`src/rtl/memory_access_unit.sv`:
```
// Memory access unit: accepts fetch/load/store requests from the control unit and
// runs one word-addressed, byte-selected bus transaction with lane steering and extension.
package memory_access_unit_pkg;
  typedef enum logic [1:0] {MEM_NONE, FETCH_DATA, LOAD_DATA, STORE_DATA} memory_operation_t;
endpackage

module memory_access_unit
  import memory_access_unit_pkg::*;
#(
  parameter int unsigned TIMEOUT = 255
) (
  input  logic              clk,
  input  logic              rst,
  input  memory_operation_t memory_operation,
  input  logic              cyc,
  input  logic [2:0]        funct3,
  input  logic [31:0]       pc,
  input  logic [31:0]       addr,
  input  logic [31:0]       store_data,
  output logic              ack,
  output logic              done,
  output logic              data_valid,
  output logic              err,
  output logic [31:0]       fetched_data,
  output logic              mem_cyc,
  output logic              mem_stb,
  output logic              mem_we,
  output logic [3:0]        mem_sel,
  output logic [31:0]       mem_adr,
  output logic [31:0]       mem_dat_o,
  input  logic [31:0]       mem_dat_i,
  input  logic              mem_ack,
  input  logic              mem_err
);

  localparam int CW = $clog2(TIMEOUT + 1);

  typedef enum logic [1:0] {S_IDLE, S_BUS, S_RESP} state_t;

  state_t      r_state;
  logic [2:0]  r_f3;
  logic [1:0]  r_lo;
  logic [CW-1:0] r_cnt;
  logic        r_ack, r_done, r_dv, r_err, r_cyc, r_we;
  logic [3:0]  r_sel;
  logic [31:0] r_adr, r_dato, r_data;

  logic        w_fetch, w_store, w_accept, w_bad;
  logic [31:0] w_a, w_dato, w_load;
  logic [1:0]  w_size;
  logic [3:0]  w_sel;
  logic [7:0]  w_byte;
  logic [15:0] w_half;

  always_comb begin
    w_fetch  = (memory_operation == FETCH_DATA);
    w_store  = (memory_operation == STORE_DATA);
    w_accept = cyc && (memory_operation != MEM_NONE);
    w_a      = w_fetch ? pc : addr;
    w_size   = w_fetch ? 2'b10 : funct3[1:0];
    w_bad    = 1'b0;
    if (!w_fetch) begin
      if (funct3[1:0] == 2'b11)            w_bad = 1'b1;
      if (funct3[2] && funct3[1])          w_bad = 1'b1;
      if (w_store && funct3[2])            w_bad = 1'b1;
    end
    if (w_size == 2'b01 && w_a[0])         w_bad = 1'b1;
    if (w_size == 2'b10 && (|w_a[1:0]))    w_bad = 1'b1;
    case (w_size)
      2'b00:   begin w_sel = 4'b0001 << w_a[1:0]; w_dato = {4{store_data[7:0]}};  end
      2'b01:   begin w_sel = 4'b0011 << w_a[1:0]; w_dato = {2{store_data[15:0]}}; end
      default: begin w_sel = 4'b1111;             w_dato = store_data;            end
    endcase
  end

  // Fetches latch funct3 as 3'b010 so the load path returns the whole word.
  always_comb begin
    case (r_lo)
      2'b00:   w_byte = mem_dat_i[7:0];
      2'b01:   w_byte = mem_dat_i[15:8];
      2'b10:   w_byte = mem_dat_i[23:16];
      default: w_byte = mem_dat_i[31:24];
    endcase
    w_half = r_lo[1] ? mem_dat_i[31:16] : mem_dat_i[15:0];
    case (r_f3)
      3'b000:  w_load = {{24{w_byte[7]}}, w_byte};
      3'b001:  w_load = {{16{w_half[15]}}, w_half};
      3'b100:  w_load = {24'b0, w_byte};
      3'b101:  w_load = {16'b0, w_half};
      default: w_load = mem_dat_i;
    endcase
  end

  always_ff @(posedge clk or posedge rst) begin
    if (rst) begin
      r_state <= S_IDLE;
      r_f3    <= '0;
      r_lo    <= '0;
      r_cnt   <= '0;
      r_ack   <= 1'b0;
      r_done  <= 1'b0;
      r_dv    <= 1'b0;
      r_err   <= 1'b0;
      r_cyc   <= 1'b0;
      r_we    <= 1'b0;
      r_sel   <= '0;
      r_adr   <= '0;
      r_dato  <= '0;
      r_data  <= '0;
    end else begin
      r_ack <= 1'b0;
      case (r_state)
        S_BUS: begin
          if (mem_err || mem_ack || r_cnt == CW'(TIMEOUT - 1)) begin
            r_cyc   <= 1'b0;
            r_we    <= 1'b0;
            r_state <= S_RESP;
            if (mem_ack && !mem_err) begin
              r_done <= 1'b1;
              if (!r_we) begin
                r_data <= w_load;
                r_dv   <= 1'b1;
              end
            end else begin
              r_err <= 1'b1;
            end
          end else begin
            r_cnt <= r_cnt + CW'(1);
          end
        end
        default: begin
          // Holding off while ack is still high keeps a two-cycle cyc from re-accepting.
          if (w_accept && !r_ack) begin
            r_ack  <= 1'b1;
            r_done <= 1'b0;
            r_dv   <= 1'b0;
            r_f3   <= w_fetch ? 3'b010 : funct3;
            r_lo   <= w_a[1:0];
            if (w_bad) begin
              r_err   <= 1'b1;
              r_state <= S_RESP;
            end else begin
              r_err   <= 1'b0;
              r_cyc   <= 1'b1;
              r_we    <= w_store;
              r_sel   <= w_sel;
              r_adr   <= {w_a[31:2], 2'b00};
              r_dato  <= w_dato;
              r_cnt   <= '0;
              r_state <= S_BUS;
            end
          end
        end
      endcase
    end
  end

  assign ack          = r_ack;
  assign done         = r_done;
  assign data_valid   = r_dv;
  assign err          = r_err;
  assign fetched_data = r_data;
  assign mem_cyc      = r_cyc;
  assign mem_stb      = r_cyc;
  assign mem_we       = r_we;
  assign mem_sel      = r_sel;
  assign mem_adr      = r_adr;
  assign mem_dat_o    = r_dato;

endmodule

```
`config.mk`:
```
export PLATFORM = sky130hd
export DESIGN_NAME = memory_access_unit
export DESIGN_NICKNAME = d
export VERILOG_FILES = /design/src/rtl/memory_access_unit.sv
export SDC_FILE = /design/constraint.sdc
export NUM_CORES = 1
export LEC_CHECK = 0
export CAP_MARGIN = 10
export CORE_UTILIZATION = 47
export DETAILED_ROUTE_END_ITERATION = 8
export PLACE_DENSITY = 0.87
export SLEW_MARGIN = 5
export SYNTH_ARGS = -nofsm -noshare
export SYNTH_HDL_FRONTEND = slang
export SYNTH_SLANG_ARGS = --single-unit
```
`constraint.sdc`:
```
create_clock -name clk -period 7.1 [get_ports clk]
set_input_delay 1.42 -clock clk [delete_from_list [all_inputs] [get_ports clk]]
set_output_delay 1.42 -clock clk [all_outputs]
set_load 0.05 [all_outputs]
```
# == Yosys cells after proc, flatten, opt, wreduce, memory -nomap -nowiden ==
# Cells that the tools add are included.
# Widths: inputs -> output; s select.
# op_classes
add_sub_neg,1
n_eq_ne,18
shifts,2
muxes,44
bitwise_logic,3
reduce_logical,26
# ops
op,count
$pmux 32 s4,1
$pmux 32 s2,1
$mux 32,1
$mux 8,4
$mux 1,28
$pmux 8 s3,1
$mux 16,1
$reduce_and 3->1,5
$mux 2,5
$ne 2x2->1 const B,5
$add 8x1->8 const B,1
$eq 2x1->1 const B,4
$eq 2x2->1 const B,4
$eq 8x8->1 const B,1
$pmux 4 s2,1
$reduce_and 4->1,2
$logic_and 1x1->1,7
$eq 3x3->1 const B,2
$logic_not 2->1,2
$reduce_and 2->1,2
$reduce_bool 2->1,2
$shl 1x2->4 const A,1
$shl 2x2->4 const A,1
$eq 3x1->1 const B,1
other kinds (7),11
# totals
regBits,119
in_bits,138
out_inout_bits,107
elab_cells,108

# == Depth between registers and ports, before layout ==
# depth
word_depth,10
depth_mapped,10
depth_no_buf,7

# == Worst setup path after synthesis ==
# OpenSTA, ideal clock, no wires.
# synth_path
path_kind,input -> register
start,in memory_operation[0]
end,"reg r_dato[0], in the netlist mem_dat_o[0]"
setup_time_ps,125
t_arrival_ps,2776
t_required_ps,6975
path_slack_ps,4199
stages,8
n_path_buf,3
path_cell_list,nor2_1 -> or4b_4 -> buf_6 -> clkinv_8 -> o21ai_2 -> buf_6 -> buf_6 -> mux2_4
# synth_between
elab_chain_len,8
word_cells_on_any_way,19
classes_between,eq/ne (4); mux (6); bitwise (1); reduce/logical (8)
# synth_rtl
element,line,source
start: declaration,14,"input memory_operation_t memory_operation,"
$eq 2x1->1 or $eq 2x2->1 (tied branches),"56, 57",
$mux 2 or $logic_and 1x1->1 (tied branches),"60, 65",
$eq 2x1->1 or $mux 1 (tied branches),"67, 65",
$logic_and 1x1->1 or $mux 1 (tied branches),"67, 62",
$mux 1,67,if (w_size == 2'b01 && w_a[0]) w_bad = 1'b1;
$mux 1,68,if (w_size == 2'b10 && (|w_a[1:0])) w_bad = 1'b1;
$not 1->1 (no line),n/a,
$reduce_and 3->1 (no line) *,n/a,
end signal: assignment,148,r_dato <= w_dato;
end: declaration,46,"logic [31:0] r_adr, r_dato, r_data;"
# Mark *: on every way between the ends. The rest lies on a longest branch, timed or not.
# A chain may end at the register's enable or synchronous reset.

# == Worst setup path in the final report ==
# layout_path
start,in funct3[0]
end,"reg r_dato[0], in the netlist mem_dat_o[0]"
# layout_between
elab_chain_len,9
word_cells_on_any_way,14
classes_between,eq/ne (3); mux (7); bitwise (1); reduce/logical (3)
# layout_rtl
element,line,source
start: declaration,16,"input logic [2:0] funct3,"
$eq 2x2->1,63,if (funct3[1:0] == 2'b11) w_bad = 1'b1;
$mux 1,63,
$mux 1,64,if (funct3[2] && funct3[1]) w_bad = 1'b1;
$mux 1,65,if (w_store && funct3[2]) w_bad = 1'b1;
$mux 1,62,if (!w_fetch) begin
$mux 1,67,
$mux 1 *,68,
$not 1->1 (no line) *,n/a,
$reduce_and 3->1 (no line) *,n/a,
# Marks and branches as above.

==> reports/metrics.yaml <==
clocking:
  cts.sinks: 119
  cts_buffers: 17
  cts_max_path_buffers: 2
  postCtsSetupRepairBufs: 0
  clock_latency_ns: 0.41
  cts_resized: 0
  cts-root-buf: "clkbuf_16"
  postCtsHoldBufs: 0
  htreeDepth: 4
  tritoncts: "built"
  clk_pin_slew_ns: 0.05
critical_path:
  cp.arrival_ns: 4.30
  crit_fanout: 91
  critical_path_class: "primary input to register"
  required_ns: 7.39
  start_kind: "primary input"
  endpoint_kind: "register"
  critPathSlowestCell: "clkdlybuf4s50_1"
  crit_chain: "clkdlybuf4s50_1 -> o21a_1 -> a221oi_1 -> o21ai_4 -> buf_12 -> mux2_4"
  critical-path-max-stage-delay_ns: 0.93
synth:
  yosysWarnings: 0
  syn_avg_cell_area_um2: 9.521
  ys_types: 43
  netlist_area_um2: 5827
  synth_cells: 612
  ys_seq_area_share_pct: 51.11
  synth-seq-cells: 119
power_and_ir_drop:
  powerDensity_nw_per_um2: 427.0
  peakVddDrop_mv: 0.3203
  fin_total_pwr_mw: 3.817
  leakagePower_nw: 4.014
sta:
  fin_tns_setup_ns: 0
  fmax_mhz: 249.3
  rsz0062_at_grt: "no"
  hold_violations: 0
  max-slew-margin-rel_pct: 24.45
  layout_min_cycle_time_ns: 4.011
  setup-violations-final: 0
  tightest_slew_ns: 1.129
  skew_ns: 0.01021
  finalCritPeriodShare_pct: 56.49
  drv_slew: 0
global_routing:
  grt_max_degree: 92
  first_global_vias: 5598
  grt_usage_pct: 28.45
  antenna_found_initial: 0
  grt_first_pass_wirelength_um: 27700
  grt_overflow: 0
detailed_routing:
  wl_per_cell_um: 17.39
  dr.pass1.iters: 5
  viasPerCell: 5.308
  vias: 5404
  antenna_left: 0
  wirelength_um: 17710
  drt_iter0_drc: 411
  drc_errors: 0
worst_hold_path:
  hold_class: "register to register"
finish:
  layout_commonest_cell: "clkdlybuf4s50_1"
  utilization_pct: 74.12
  fillers: 822
  syn_to_final_growth_pct: 53.42
  nNetsFinal: 977
  final_layout_size_suffix_gt1_share_pct: 6.118
  diodes: 0
  mostFrequentLayoutCells: "clkdlybuf4s50_1, nand2_1, dfrtp_1"
floorplanning:
  core-area_um2: 12060
  start_util_pct: 48.31
  rows: 40
  fp.dieH_um: 113.3
  die_area_um2: 12850
  die-width_um: 113.3
  io_pins: 245
placed_design:
  place.gp.congestion: 0.9056
  hpwl_um: 12490
  numPortBuffers: 242
run:
  cap_violations: 0
outcome:
  status: "finished clean"
## kinds of logic after synthesis
logic type | share of synthesized area [%]
multiplexers | 13.81
XOR/XNOR | 0.6012
adder cells (fa/ha/maj) | 0.4294
buffers and inverters | 4.788
other | 0.06436
AO/OA/AOI/OAI | 14.34
AND/OR/NAND/NOR | 14.86
flip-flops | 51.11
## worst paths after layout
path	startpoint	to	slack (ns)	depth (start not counted)
worst max-delay path	funct3[0]	mem_dat_o[0]	3.09	6
worst min-delay path	fetched_data[7]	fetched_data[7]	0.48	2
worst max register to register	r_lo[1]	fetched_data[21]	4.17	5
worst min register to register	fetched_data[7]	fetched_data[7]	0.48	2
max in group asynchronous	rst	mem_dat_o[17]	4.29	3
min in group asynchronous	rst	mem_adr[31]	1.38	2
## worst max-delay path, delay by kind of cell
kind                   cells  cell delay, ns
muxes                      1            0.33
buffers and inverters      2            1.32
AOI/OAI and AO/OA          3            1.18
## routing by layer
layer | vias up | GRT usage (%) | wire [um]
met1 | 2589 | 31.00 | 6646
met3 | 35 | 10.98 | 1665
met5 | - | 0 | 0
met2 | 241 | 49.33 | 8910
met4 | 0 | 12.28 | 485
li1 | 2539 | - | -
## cell usage after synthesis, drive strengths merged
library cell    n  area, um^2
or4b            1       13.76
a211oi          1       7.510
dfrtp         119        2978
buf            15       108.8
or2b            1       7.510
a21boi          2       15.01
a221oi          9       78.83
nor3            5       25.02
nor2           35       131.4
nor4            1       6.260
o211ai          1       7.510
clkinv          1       16.27
ha              2       25.02
or2             2       12.51
inv            14       52.55
mux4            1       22.52
and2            4       25.02
nand3           8       40.04
xor2            4       35.03
a32oi           1       8.760
nand2         129       484.2
a31oi           4       25.02
nand4           1       6.260
nand3b          1       7.510
or3             3       18.77
mux2i          65       650.6
o22ai           2       12.51
o21a            3       22.52
clkbuf         27       101.4
mux2            9       131.4
nand2b         11       68.82
o21ai          87       439.2
conb            1       3.750
o311ai          1       8.760
a21o            8       60.06
nor2b           3       18.77
a21oi          30       150.1
## per-stage QoR
stage / cell area (um^2) / cells / hold slack (ns) / setup WS, ns
after detailed placement: 8320 / 986 / 0.4652 / 2.741
after floorplan: 5831 / 613 / 0.4621 / 2.523
after global placement: 8320 / 986 / 0.4616 / 2.815
after global routing: 8940 / 1018 / 0.5036 / 2.926
after CTS: 8940 / 1018 / 0.4831 / 3.136
final: 8940 / 1018 / 0.4754 / 3.089
## sequential cells by signal, indices dropped and copies added, names as in the netlist, 2 cells and up
name / flops
mem_sel: 4
r_state: 2
r_cnt: 8
mem_dat_o: 32
mem_adr: 30
r_f3: 3
r_lo: 2
fetched_data: 32
## report_power, final
group | internal, mW | leakage, nW | switching [mW] | total [mW]
clock | 0.596 | 0.306 | 0.295 | 0.891
combinational | 0.630 | 2.22 | 1.20 | 1.83
sequential | 0.922 | 1.49 | 0.171 | 1.09
total | 2.15 | 4.01 | 1.67 | 3.82
## layout make-up
cell class	count	area [um^2]	share of cell area (%)
Sequential cell	119	2978	33.31
Multi-Input combinational cell	437	2589	28.96
Tap cell	168	210.2	2.351
Clock buffer	24	501.7	5.612
Clock inverter	8	117.6	1.316
Timing Repair Buffer	247	2472	27.66
Inverter	15	71.32	0.7978
Power figures use the tool's default switching activity.
